--- config.mk ---
export PLATFORM = sky130hd
export DESIGN_NAME = bus_rr_arbiter
export DESIGN_NICKNAME = d
export VERILOG_FILES = /design/src/rtl/bus_rr_arbiter.sv
export SDC_FILE = /design/constraint.sdc
export NUM_CORES = 1
export LEC_CHECK = 0
export BUFFER_PORTS_ARGS = -buffer_cell sky130_fd_sc_hd__buf_2
export CAP_MARGIN = 15
export CORE_MARGIN = 1
export CORE_UTILIZATION = 58
export DETAILED_ROUTE_END_ITERATION = 10
export GPL_TIMING_DRIVEN = 0
export MAX_ROUTING_LAYER = met4
export PLACE_DENSITY_LB_ADDON = 0.15
export SLEW_MARGIN = 40
export SYNTH_ARGS = -nofsm -noshare
export SYNTH_HDL_FRONTEND = slang
export SYNTH_SLANG_ARGS = --single-unit
--- constraint.sdc ---
create_clock -name clk -period 4.8 [get_ports clk]
set_input_delay 0.24 -clock clk [delete_from_list [all_inputs] [get_ports clk]]
set_output_delay 0.24 -clock clk [all_outputs]
set_load 0.01 [all_outputs]
--- src/rtl/bus_rr_arbiter.sv ---
// Round-robin arbiter/sequencer sharing one multicycle resource among M requesters,
// with optional bounded lock bursts and a valid/ready handshake toward the resource.
module bus_rr_arbiter #(
  parameter int M    = 4,
  parameter int N    = 2,
  parameter int MAXB = 4
) (
  input  logic         clk,
  input  logic         rst_n,
  input  logic [M-1:0] req,
  input  logic [M-1:0] lock,
  input  logic         res_ready,
  output logic [N-1:0] sel,
  output logic [M-1:0] gnt,
  output logic         res_valid,
  output logic [M-1:0] ack,
  output logic         busy
);

  localparam int BW = (MAXB > 1) ? $clog2(MAXB) : 1;
  localparam int NW = N + 1;

  typedef enum logic {IDLE, XFER} state_t;

  state_t         state_q, state_d;
  logic [N-1:0]   sel_q, sel_d;
  logic [N-1:0]   ptr_q, ptr_d;
  logic [M-1:0]   gnt_q, gnt_d;
  logic           res_valid_q, res_valid_d;
  logic           own_vld_q, own_vld_d;
  logic [BW-1:0]  bcnt_q, bcnt_d;

  logic [N-1:0]   scan_start;
  logic [N-1:0]   win;
  logic           found;
  logic [N:0]     idx;
  logic           owner_gone;

  function automatic logic [N-1:0] inc_mod(input logic [N-1:0] v);
    if (32'(v) >= M - 1) return '0;
    return v + 1'b1;
  endfunction

  // A locked owner whose request vanished releases ownership in the same cycle.
  assign owner_gone = own_vld_q && !req[sel_q];

  always_comb begin
    scan_start = owner_gone ? inc_mod(sel_q) : ptr_q;
    win        = '0;
    found      = 1'b0;
    idx        = '0;
    for (int i = 0; i < M; i++) begin
      idx = {1'b0, scan_start} + NW'(i);
      if (32'(idx) >= M) idx = idx - NW'(M);
      if (!found && req[idx[N-1:0]]) begin
        found = 1'b1;
        win   = idx[N-1:0];
      end
    end
    if (own_vld_q && req[sel_q]) begin
      found = 1'b1;
      win   = sel_q;
    end
  end

  always_comb begin
    state_d     = state_q;
    sel_d       = sel_q;
    ptr_d       = ptr_q;
    gnt_d       = gnt_q;
    res_valid_d = res_valid_q;
    own_vld_d   = own_vld_q;
    bcnt_d      = bcnt_q;
    case (state_q)
      IDLE: begin
        if (owner_gone) begin
          own_vld_d = 1'b0;
          bcnt_d    = '0;
          ptr_d     = inc_mod(sel_q);
        end
        if (found) begin
          sel_d       = win;
          gnt_d       = '0;
          gnt_d[win]  = 1'b1;
          res_valid_d = 1'b1;
          state_d     = XFER;
        end
      end
      XFER: begin
        if (res_ready) begin
          state_d     = IDLE;
          gnt_d       = '0;
          res_valid_d = 1'b0;
          if (lock[sel_q] && (32'(bcnt_q) + 32'd1 < 32'(MAXB))) begin
            own_vld_d = 1'b1;
            bcnt_d    = bcnt_q + 1'b1;
          end else begin
            own_vld_d = 1'b0;
            bcnt_d    = '0;
            ptr_d     = inc_mod(sel_q);
          end
        end
      end
      default: state_d = IDLE;
    endcase
  end

  always_ff @(posedge clk or negedge rst_n) begin
    if (!rst_n) begin
      state_q     <= IDLE;
      sel_q       <= '0;
      ptr_q       <= '0;
      gnt_q       <= '0;
      res_valid_q <= 1'b0;
      own_vld_q   <= 1'b0;
      bcnt_q      <= '0;
    end else begin
      state_q     <= state_d;
      sel_q       <= sel_d;
      ptr_q       <= ptr_d;
      gnt_q       <= gnt_d;
      res_valid_q <= res_valid_d;
      own_vld_q   <= own_vld_d;
      bcnt_q      <= bcnt_d;
    end
  end

  assign sel       = sel_q;
  assign gnt       = gnt_q;
  assign res_valid = res_valid_q;
  assign busy      = (state_q == XFER);
  assign ack       = (state_q == XFER && res_ready) ? gnt_q : '0;

endmodule

## Word level (Yosys, flattened, before mapping)

Index checks and enable logic that the tools add are counted.

- Add/subtract/negate cells: 10
- $lt $le $gt $ge: 13
- Eq/ne operators: 4
- Muxes and demuxes: 61
- Bitwise gates (word level): 1
- Reduce and logical (&&, ||, !) cells: 16

Operators by type and width:

| cell | count |
|---|---|
| two-way mux 2 bit | 20 |
| two-way mux 1 bit | 25 |
| less-than comparator 2 x 3 -> 1 bit, second input constant | 6 |
| binary-select mux 1 bit (select 2 bit) | 6 |
| two-way mux 4 bit | 3 |
| >= comparator 3 bit, second input constant | 3 |
| logical AND 1 bit | 8 |
| != test 2 bit, second input constant | 4 |
| case mux 2 bit (2 select lines) | 2 |
| case mux 4 bit (2 select lines) | 1 |
| subtractor 2 x 1 -> 2 bit, second input constant | 4 |
| adder 2 x 1 -> 3 bit, second input constant | 2 |
| adder 2 x 2 -> 3 bit, second input constant | 2 |
| case mux 1 bit (2 select lines) | 3 |
| AND reduction 2 bit | 3 |
| adder 2 x 1 -> 2 bit, second input constant | 2 |
| logical NOT 1 bit | 4 |
| >= comparator 2 x 3 -> 1 bit, second input constant | 1 |
| less-than comparator 3 bit, second input constant | 1 |
| AND reduction 3 bit | 1 |
| demux 1 bit (select 2 bit) | 1 |
| >= comparator 2 x 1 -> 1 bit, second input constant | 1 |
| >= comparator 2 bit, second input constant | 1 |
| inverter 1 bit | 1 |

- Bits in registers: 13
- Input bits: 11
- Output and inout bits: 12
- Logic and storage cells: 112

## Logic depth before layout (Yosys ltp)

- Depth after elaboration: 26
- Mapped depth: 9
- Depth with buffers taken out: 8

## Worst setup path before layout

OpenSTA, ideal clock, no wires.

- Path type: reg2reg
- Start: register sel_q[1], in the netlist sel[1]
- End: register sel_q[0], in the netlist sel[0]
- Setup time: 0.125 ns
- Data arrival time: 2.290 ns
- Data required time: 4.675 ns
- Setup slack: 2.386 ns
- Stages on the path, launching flop included: 9
- Buffers on the path: 1
- Clock period less this slack: 2.414 ns
- Cell sequence: dfrtp_1 -> ha_1 -> clkbuf_1 -> nor3_1 -> a211oi_1 -> a2111oi_0 -> a211o_2 -> a31oi_4 -> mux2_2

- Longest elaborated chain between the ends: 21
- Elaborated cells between the ends (all ways): 50
- Those cells by class: 8 x add/sub; 5 x order compare; 27 x mux; 10 x reduce/logical

RTL lines:

| item | RTL line | source |
|---|---|---|
| start: declaration | 26 | `logic [N-1:0] sel_q, sel_d;` |
| start signal: assignment | 119 | `sel_q <= sel_d;` |
| branches (longest 21 deep; another with adder 2 x 1 -> 3 bit) | n/a |  |

Parallel ways; which one is timed is not known. The select of a mux whose other input is x is not followed.
A chain may end at the register's enable or synchronous reset.

## Worst setup path in the final report

- Start: register sel_q[0], in the netlist sel[0]
- End: register sel_q[0], in the netlist sel[0]

The elaborated chain is that of the path after synthesis.

==> impl_metrics.csv <==
group,metric,value,unit
final_layout,drive_above_1_share,22.8,%
yosys,ys.flop_type,"dfrtp_1",
place,portBuffers,20,
final_layout,syn2layout_area_growth,15.0,%
place,gp_congestion,0.923,
pwr,irDropWorstVdd,0.349,mV
worst_setup_path,setup.worst_path.start_class,"flop",
worst_setup_path,slowest_stage,"a22oi_1",
sta,finalHoldWorstSlack,0.376,ns
worst_setup_path,crit_arrival,2.84,ns
sta,rsz0062_at_grt,"no",
yosys,yosys.area.top_type,"dfrtp_1",
global_routing,grt_pass1_wl,4200,µm
sta,period_share,55.6,%
drt,first_pass_iters,4,
die,row_count,15,
final_layout,fill_cells,156,
global_routing,grt_pass1_vias,932,
die,initial_utilization,63.4,%
status,status,"finished, final reports clean",
die,die_y,45.9,µm
yosys,syn_avg_cell_area,8.41,µm²
worst_setup_path,worstPathCellList,"buf_6 > mux2i_1 > a22oi_1 > a2111oi_0 > a211o_2 > a31oi_4 > mux2_2",
sta,fin_crit,2.67,ns
yosys,synth_top_area_share,29.1,%
worst_setup_path,worstSetupEndpointType,"flop",
pwr,power_density,647,mW/mm²
clocking,clockBufferDepth,2,
drt,dr_total_vias,1069,
yosys,yosysSeqAreaShare,29.1,%
final_layout,nets,172,
die,core-area,0.00176,mm²
worst_setup_path,r2r_slack,2.13,ns
yosys,synth_cells,133,
place,placed_area,0.00125,mm²
sta,finalMaxSlewViolations,0,
yosys,synth_cell_types,44,
yosys,synth_warnings,0,
worst_setup_path,critical_path_class,"flop to flop",
yosys,ys_ff_latch,13,
drt,wl_per_cell,14.0,µm
drt,drc,0,
sta,clock_skew,0.00229,ns
die,die_w,45.9,µm
place,post-place-ws,2.14,ns
worst_setup_path,max_stage_delay,0.50,ns
drt,routed_via_density,5.84,
sta,worst-slew-pin-transition,0.565,ns
sta,relSlewSlack,62.3,%
place,dp_hpwl,1980,µm
flow_run,maxCapViolCount,0,
drt,ant_nets,0,
clocking,cts-root-buf,"clkbuf_4",
final_layout,fin_area,0.00129,mm²
clocking,numCtsBuffers,3,
final_layout,antenna_cells,0,
global_routing,track_usage,28.3,%
sta,finalHoldViolCount,0,
sta,setup_viol,0,
yosys,synth_edf_count,0,
yosys,synth_area_leaders,"dfrtp_1 (29%), mux2i_1 (8.1%), nand2_1 (6.4%)",
drt,drt_iter0_markers,35,
yosys,async_flop_share,100,%
clocking,clk_latency,0.27,ns
yosys,syn_area,0.00112,mm²
global_routing,antenna_found_initial,0,
worst_setup_path,r2r-start,"sel[0]",
worst_setup_path,path_buf_inv,1,
die,die_area,0.00211,mm²
clocking,htree_num_levels,1,
die,io_pins,23,
sta,setup_slack,2.13,ns
sta,fin_tns_setup,0,ns
worst_setup_path,reg2reg_to,"sel[0]",
global_routing,grt_max_degree,14,
min_path,hold_path.class,"primary input to asynchronous set/reset pin",
pwr,p_total,0.000833,W
worst_setup_path,path_max_fanout,9,
worst_setup_path,cp_top_family,"compound AO/OA/AOI/OAI gates",
global_routing,gr-total-overflow,0,
drt,drt_wl_total,2560,µm
sta,fmax,374,MHz
clocking,cts_tree,"yes",
clocking,clock-sinks,13,
pwr,p_leak,0.599,nW
worst_setup_path,r2r_cells,7,
yosys,syn_nets,146,
worst_setup_path,crit_required,4.97,ns
clocking,path_clk_slew,0.08,ns
-- flip-flops by register name, summed over array words and instances, names as in the netlist --
| signal | flops |
|---|---|
| ptr_q | 2 |
| gnt | 4 |
| own_vld_q | 1 |
| busy | 1 |
| res_valid | 1 |
| sel | 2 |
| bcnt_q | 2 |
-- through the flow --
stage / utilization [%] / cells
2_1_floorplan: - / 133
3_3_place_gp: 70.9 / 178
3_5_place_dp: 70.9 / 178
4_1_cts: 72.9 / 183
5_1_grt: 72.9 / 183
6_report: 72.9 / 183
-- layout by cell type (no fill, tap or decap), types with 2 or more instances in the layout --
| cell | n |
|---|---|
| nor3b_1 | 2 |
| nor2b_1 | 3 |
| ha_1 | 2 |
| nor3_1 | 5 |
| clkbuf_4 | 3 |
| o21ai_0 | 8 |
| nor2_1 | 6 |
| a21oi_1 | 4 |
| clkbuf_1 | 7 |
| dfrtp_1 | 13 |
| o31ai_1 | 2 |
| and3_1 | 4 |
| and2_1 | 2 |
| mux2_2 | 5 |
| o21a_1 | 2 |
| nand2_1 | 19 |
| a32o_1 | 2 |
| buf_2 | 22 |
| inv_1 | 7 |
| mux2i_1 | 9 |
| nand3_1 | 5 |
| o211ai_1 | 2 |
-- report_power, final --
part | leakage [nW] | internal (W) | total (W) | switching (W)
clock network | 0.0150 | 0.0000322 | 0.0000669 | 0.0000346
logic | 0.423 | 0.000247 | 0.000568 | 0.000321
registers | 0.161 | 0.000155 | 0.000198 | 0.0000431
total | 0.599 | 0.000434 | 0.000833 | 0.000399
-- Yosys cell counts, types with 2 or more instances --
cell      number
a21oi_1        4
a32o_1         2
and2_1         2
and3_1         4
buf_2          2
clkbuf_1       6
dfrtp_1       13
ha_1           2
inv_1          7
mux2_2         5
mux2i_1        9
nand2_1       19
nand3_1        5
nor2_1         6
nor2b_1        3
nor3_1         5
nor3b_1        2
o211ai_1       2
o21a_1         2
o21ai_0        8
o31ai_1        2
-- worst max path at each step --
stage	to	depth (start not counted)	startpoint
3_3_place_gp	sel[0]	7	sel[0]
2_1_floorplan	sel[0]	8	sel[1]
6_report	sel[0]	7	sel[0]
3_5_place_dp	sel[0]	7	sel[0]
5_1_grt	sel[0]	8	sel[0]
4_1_cts	sel[0]	7	sel[0]
-- layer usage --
| metal | up-vias | share of wire [%] | track usage, % |
|---|---|---|---|
| met5 | - | 0 | - |
| met4 | 0 | 0 | 3.53 |
| met3 | 0 | 6.0 | 5.95 |
| met2 | 33 | 46 | 43.1 |
| met1 | 496 | 48 | 39.8 |
| li1 | 540 | - | - |
-- cell type report --
class	count	area [µm²]	area share, %
Buffer	9	43.8	3.40
Tap cell	25	31.3	2.43
Clock buffer	4	26.3	2.04
Inverter	7	26.3	2.04
Timing Repair Buffer	21	110	8.56
Sequential cell	13	325	25.3
Multi-Input combinational cell	104	723	56.2
-- logic make-up after synthesis --
logic type	after synthesis	synth area share (%)
flip-flops	13	29.1
AND/OR/NAND/NOR	52	22.9
multiplexers	16	16.4
adder cells (fa/ha/maj)	2	2.24
buffers and inverters	16	6.26
AO/OA/AOI/OAI	34	23.0
-- timing repair --
| item | 4_1_cts | 5_1_grt |
|---|---|---|
| hold buffers | 1 | 0 |
| resized for setup | 0 | 0 |
| buffers inserted | 0 | 0 |
| hold endpoints to repair | 13 | 0 |
No activity file was read; power rests on OpenSTA's default activity.
